### config.mk
export PLATFORM = sky130hd
export DESIGN_NAME = router_fifo
export DESIGN_NICKNAME = d
export VERILOG_FILES = /design/src/rtl/router_pkg.sv /design/src/rtl/router_fifo_mem.sv /design/src/rtl/router_fifo.sv
export SDC_FILE = /design/constraint.sdc
export NUM_CORES = 1
export LEC_CHECK = 0
export CAP_MARGIN = 10
export CELL_PAD_IN_SITES_DETAIL_PLACEMENT = 1
export CELL_PAD_IN_SITES_GLOBAL_PLACEMENT = 2
export CORE_UTILIZATION = 46
export CTS_BUF_LIST = sky130_fd_sc_hd__clkbuf_4 sky130_fd_sc_hd__clkbuf_8 sky130_fd_sc_hd__clkbuf_16
export DETAILED_ROUTE_END_ITERATION = 8
export PLACE_DENSITY = 0.9
export SKIP_LAST_GASP = 1
export SYNTH_ARGS = -nofsm -noshare
export SYNTH_HDL_FRONTEND = slang
export SYNTH_SLANG_ARGS = --single-unit
### constraint.sdc
create_clock -name clk -period 2.6 [get_ports clk]
set_input_delay 0.26 -clock clk [delete_from_list [all_inputs] [get_ports clk]]
set_output_delay 0.26 -clock clk [all_outputs]
set_load 0.02 [all_outputs]
### src/rtl/router_pkg.sv
// ----------------------------------------------------------------------------
// router_pkg
// Shared definitions for the router FIFO slice.
//   DEFAULT_DEPTH / DEFAULT_WIDTH : default FIFO geometry
//   LEN_MSB..LEN_LSB              : payload length field inside a header byte
//   ADDR_MSB..ADDR_LSB            : destination address field inside a header byte
//   pkt_cnt_t                     : packet byte counter (payload + parity)
//   ptr_width()                   : pointer width (index bits plus one wrap bit)
// ----------------------------------------------------------------------------
package router_pkg;

    localparam int DEFAULT_DEPTH = 16;
    localparam int DEFAULT_WIDTH = 8;

    localparam int LEN_MSB  = 7;
    localparam int LEN_LSB  = 2;
    localparam int ADDR_MSB = 1;
    localparam int ADDR_LSB = 0;

    localparam int PKT_CNT_W = 7;
    typedef logic [PKT_CNT_W-1:0] pkt_cnt_t;

    // The extra top bit lets full and empty be told apart when indices match.
    function automatic int ptr_width(input int depth);
        return $clog2(depth) + 1;
    endfunction

endpackage

### src/rtl/router_fifo_mem.sv
// ----------------------------------------------------------------------------
// router_fifo_mem
// Storage array for the router FIFO: one write port and one synchronous read
// port whose output register can be cleared synchronously.
//   clk   : clock, rising edge
//   we    : write strobe        waddr : write index   wdata : {marker, byte}
//   re    : read strobe         raddr : read index
//   clr   : clear the read data register (takes priority over re)
//   rdata : registered read data {marker, byte}
// ----------------------------------------------------------------------------
module router_fifo_mem #(
    parameter int DEPTH  = 16,
    parameter int WIDTH  = 8,
    parameter int ADDR_W = $clog2(DEPTH)
) (
    input  logic              clk,
    input  logic              we,
    input  logic [ADDR_W-1:0] waddr,
    input  logic [WIDTH:0]    wdata,
    input  logic              re,
    input  logic              clr,
    input  logic [ADDR_W-1:0] raddr,
    output logic [WIDTH:0]    rdata
);

    logic [WIDTH:0] mem [DEPTH];

    always_ff @(posedge clk) begin
        if (we) begin
            mem[waddr] <= wdata;
        end
    end

    always_ff @(posedge clk) begin
        if (clr) begin
            rdata <= '0;
        end else if (re) begin
            rdata <= mem[raddr];
        end
    end

endmodule

### src/rtl/router_fifo.sv
// ----------------------------------------------------------------------------
// router_fifo
// Per-destination FIFO of the packet router. Each entry holds a byte plus a
// header marker; a packet counter tracks the remaining payload+parity bytes so
// the output can return to 0 once a packet has been fully read.
//   clk        : clock, rising edge
//   resetn     : synchronous active-low reset
//   soft_reset : synchronous flush (time-out), active-high
//   write_enb  : write request          read_enb : read request
//   lfd_state  : current write byte is a packet header
//   data_in    : byte to store          data_out : registered read data
//   full       : DEPTH entries occupied empty    : no entries occupied
//   fifo_err   : sticky overflow/underflow flag, present only when the
//                ROUTER_FIFO_ERR_EN macro is defined
// ----------------------------------------------------------------------------
module router_fifo
    import router_pkg::*;
#(
    parameter int DEPTH = DEFAULT_DEPTH,
    parameter int WIDTH = DEFAULT_WIDTH
) (
    input  logic             clk,
    input  logic             resetn,
    input  logic             soft_reset,
    input  logic             write_enb,
    input  logic             read_enb,
    input  logic             lfd_state,
    input  logic [WIDTH-1:0] data_in,
    output logic [WIDTH-1:0] data_out,
    output logic             full,
    output logic             empty
`ifdef ROUTER_FIFO_ERR_EN
    ,
    output logic             fifo_err
`endif
);

    localparam int PTR_W = ptr_width(DEPTH);
    localparam int IDX_W = PTR_W - 1;

    logic [PTR_W-1:0] wr_ptr;
    logic [PTR_W-1:0] rd_ptr;
    logic [WIDTH:0]   rd_word;
    pkt_cnt_t         count;
    pkt_cnt_t         count_eff;
    logic             pending;
    logic             clearing;
    logic             do_write;
    logic             do_read;
    logic             mem_clr;

    assign clearing = !resetn || soft_reset;
    assign empty    = (wr_ptr == rd_ptr);
    assign full     = (wr_ptr[IDX_W-1:0] == rd_ptr[IDX_W-1:0]) &&
                      (wr_ptr[PTR_W-1] != rd_ptr[PTR_W-1]);
    assign do_write = write_enb && !full && !clearing;
    assign do_read  = read_enb && !empty && !clearing;
    assign data_out = rd_word[WIDTH-1:0];

    // The word read on the previous edge only becomes visible in rd_word one
    // cycle later, so the counter is brought up to date here from that word.
    // count_eff is therefore the packet count after every read so far.
    always_comb begin
        count_eff = count;
        if (pending) begin
            if (rd_word[WIDTH]) begin
                count_eff = pkt_cnt_t'(rd_word[LEN_MSB:LEN_LSB]) + 1'b1;
            end else if (count != '0) begin
                count_eff = count - 1'b1;
            end
        end
    end

    // Once the packet is finished and nothing is being read, drop the output
    // back to 0 so the destination sees an idle bus.
    assign mem_clr = clearing || (!do_read && (count_eff == '0));

    // Pointers and counter; both resets flush everything except storage.
    always_ff @(posedge clk) begin
        if (clearing) begin
            wr_ptr  <= '0;
            rd_ptr  <= '0;
            count   <= '0;
            pending <= 1'b0;
        end else begin
            if (do_write) begin
                wr_ptr <= wr_ptr + 1'b1;
            end
            if (do_read) begin
                rd_ptr <= rd_ptr + 1'b1;
            end
            count   <= count_eff;
            pending <= do_read;
        end
    end

`ifdef ROUTER_FIFO_ERR_EN
    // Sticky flag for any write into a full FIFO or read from an empty one.
    always_ff @(posedge clk) begin
        if (clearing) begin
            fifo_err <= 1'b0;
        end else if ((write_enb && full) || (read_enb && empty)) begin
            fifo_err <= 1'b1;
        end
    end
`endif

    router_fifo_mem #(
        .DEPTH  (DEPTH),
        .WIDTH  (WIDTH),
        .ADDR_W (IDX_W)
    ) u_mem (
        .clk   (clk),
        .we    (do_write),
        .waddr (wr_ptr[IDX_W-1:0]),
        .wdata ({lfd_state, data_in}),
        .re    (do_read),
        .clr   (mem_clr),
        .raddr (rd_ptr[IDX_W-1:0]),
        .rdata (rd_word)
    );

endmodule

==> impl_metrics.json <==
{
  "r2r-end": "u_mem.rdata[7]",
  "sequentialPowerShare": 0.548,
  "min_path_type": "primary input to flip-flop",
  "seq_area_frac_synth": 0.689,
  "grt.total_usage": 0.211,
  "yosysMostFrequentCell": "edfxtp_1",
  "finalCriticalPeriod_ns": 2.45,
  "slew_headroom": 0.506,
  "wl_met3_um": 733,
  "tritoncts": "yes",
  "reg2regPathDepth": 9,
  "cts-root-buf": "clkbuf_16",
  "hold_viol_final": 0,
  "p_sw_frac": 0.214,
  "final_layout_size_suffix_gt1_frac": 0.217,
  "yosysUniqueCellTypes": 43,
  "first_iter_violations": 294,
  "cp_slowest_cell": "clkdlybuf4s50_1",
  "synth_nets": 444,
  "hold_buffers": 0,
  "wl_per_cell_um": 23.1,
  "rsz0062_at_grt": "true",
  "cp_cell_sequence": "xor2_1 -> nor4_2 -> buf_4 -> and2_1 -> clkdlybuf4s50_1",
  "p_total_mw": 5.44,
  "initial_utilization": 0.479,
  "drt_first_pass_iters": 4,
  "path_class": "flip-flop to output pin",
  "max_freq_mhz": 408,
  "switchingPower_mw": 1.17,
  "vdd_ir_drop_max_mv": 0.499,
  "postLayoutCoreUtil": 0.552,
  "ys_ff_latch": 171,
  "cts-buffers-inserted": 17,
  "yosysTopAreaCell": "edfxtp_1",
  "grt_overflow": 0,
  "die_x_um": 126,
  "syn_avg_cell_area_um2": 16.7,
  "timing.setup.tns_ns": 0,
  "cp.required_ns": 2.34,
  "insertion_delay_ns": 0.43,
  "vias": 3822,
  "die_height_um": 126,
  "tightest_slew_ns": 0.740,
  "cts_buffer_depth": 2,
  "synth.area.top_cells": "edfxtp_1 61%, mux4_2 11%, dfxtp_1 7.7%, a22oi_1 1.9%, mux2i_1 1.8%",
  "whs_ns": 0.437,
  "critPathTopFamily": "buffers and inverters",
  "critPathBufInv": 2,
  "dp_hpwl_mm": 9.93,
  "post_cts_buffers": 0,
  "placed_area_mm2": 0.00759,
  "seqCellArea_mm2": 0.00487,
  "cap_viol_max_count": 0,
  "combPwrFrac": 0.028,
  "synth_top_cell_area_share": 0.612,
  "cp-end-kind": "output pin",
  "crit_path_max_incr_delay_ns": 0.59,
  "grt_pass1_vias": 4148,
  "worstPathArrival_ns": 2.19,
  "grt_max_degree": 40,
  "io_buffers": 23,
  "finalMaxSlewViolations": 0,
  "drc": 0,
  "synth_ff_type": "edfxtp_1",
  "io_pins": 24,
  "synth_edf_count": 144,
  "final_area_mm2": 0.00814,
  "wl_met1_mm": 6.32,
  "min_to": "pending",
  "fin_skew_ns": 0.0136,
  "p_per_area_mw_per_mm2": 668,
  "clock-sinks": 171,
  "r2r_start": "count[0]",
  "antenna_left": 0,
  "hold_depth": 3,
  "cp-start-kind": "flip-flop",
  "setup_viol_count_final": 0,
  "timing.final.crit_share": 0.942,
  "gp_congestion": 0.823,
  "power.clock.fraction": 0.424,
  "synthCells": 422,
  "num_rows": 44,
  "ys_warn_count": 0,
  "p_int_mw": 4.27,
  "dr.max_layer_used": "met4",
  "fp.coreArea_mm2": 0.0148,
  "cts_htree_levels": 4,
  "clk_pin_slew_ns": 0.07,
  "netlist_area_mm2": 0.00706,
  "viasPerCell": 5.80,
  "multi_input_area_mm2": 0.00203,
  "p_leak_nw": 2.67,
  "syn2layout_area_growth_pct": 15.3,
  "dr_wl_met2_mm": 8.04,
  "async_reset_ff_frac": 0,
  "cp_max_fo": 7,
  "drt-total-wl_mm": 15.2,
  "dieArea_mm2": 0.0158,
  "yosys-top-cells-count": "144 x edfxtp_1, 36 x mux4_2, 27 x dfxtp_1, 25 x nor2_1, 21 x nand2_1",
  "status": "finished clean",
  "antenna_found_initial": 0,
  "antenna_cells": 0,
  "n_fill_cell": 1353,
  "min_from": "read_enb",
  "fin_nets": 484,
  "rrSetupSlack_ns": 0.15,
  "grt_pass1_wl_mm": 24.1
}
worst max-delay path by stage:
stage               from         endpoint  cells after the start
2_1_floorplan  wr_ptr[2]  u_mem.mem[3][0]                      6
3_3_place_gp    count[0]   u_mem.rdata[2]                      9
3_5_place_dp    count[0]   u_mem.rdata[7]                      9
4_1_cts        wr_ptr[3]             full                      5
5_1_grt        rd_ptr[2]             full                      5
6_report       rd_ptr[2]             full                      5
per-layer routing:
layer / vias to the layer above / track usage
li1: 1732 / -
met1: 1985 / 0.263
met2: 97 / 0.359
met3: 8 / 0.0455
met4: 0 / 0.0858
met5: - / 0
flip-flops by register name (all words and copies together), names as in the netlist:
signal and cells:
count 7, pending 1, u_mem.rdata 9, wr_ptr 5, rd_ptr 5, u_mem.mem 144
layout by cell type (no fill, tap or decap), drive strengths merged, types with 5 or more instances in the layout:
master           n
edfxtp         144
mux4            36
dfxtp           27
buf             26
nor2            25
clkdlybuf4s50   22
nand2           21
a22oi           18
nor3            17
clkbuf          17
mux2i           13
inv             13
xor2            12
ha               8
nand3            7
and2             6
nor2b            6
a21oi            6
xnor2            5
clkinv           5
cell families after synthesis:
kind of cell,after synthesis,synth area share
AOI/OAI and AO/OA,39,0.0395
and+or+nand+nor,101,0.0757
adders and majority gates,8,0.0142
DFF,171,0.689
xor gates and xnor gates,17,0.0211
buffers and inverters,35,0.0236
muxes,51,0.137
area by class of cell:
type | instances | area share
clock inverter | 15 | 0.0138
tap | 184 | 0.0283
multi-input combinational | 216 | 0.250
inverter | 7 | 0.00323
clock buffer | 17 | 0.0522
sequential | 171 | 0.599
timing repair buffer | 49 | 0.0541
repair_timing:
action,in CTS,in global routing
hold endpoints to repair,0,0
setup endpoints to repair,0,11
resized for setup,0,8
worst register-to-register path: stages (launching register included):
cell,delay [ns]
dfxtp_1,0.34
inv_1,0.14
ha_1,0.23
nor3b_2,0.21
mux2_4,0.31
a221o_1,0.35
or2_1,0.26
nor4_4,0.20
buf_4,0.20
nor3_1,0.07
metrics by stage:
stage	std cells	setup WS (ns)
after CTS	659	0.00346
after floorplan	422	0.253
after global routing	659	-0.0182
final	659	0.150
after detailed placement	627	0.111
after global placement	627	0.190
power groups by stage:
stage / Clock, mW / Sequential [mW] / Combinational, mW
2_1_floorplan: 0 / 3.04 / 0.0731
3_3_place_gp: 0 / 3.04 / 0.145
3_5_place_dp: 0 / 3.04 / 0.154
4_1_cts: 2.35 / 2.98 / 0.156
5_1_grt: 2.44 / 2.98 / 0.169
6_report: 2.30 / 2.98 / 0.153
Note: power is estimated with default switching activity, not from simulation.
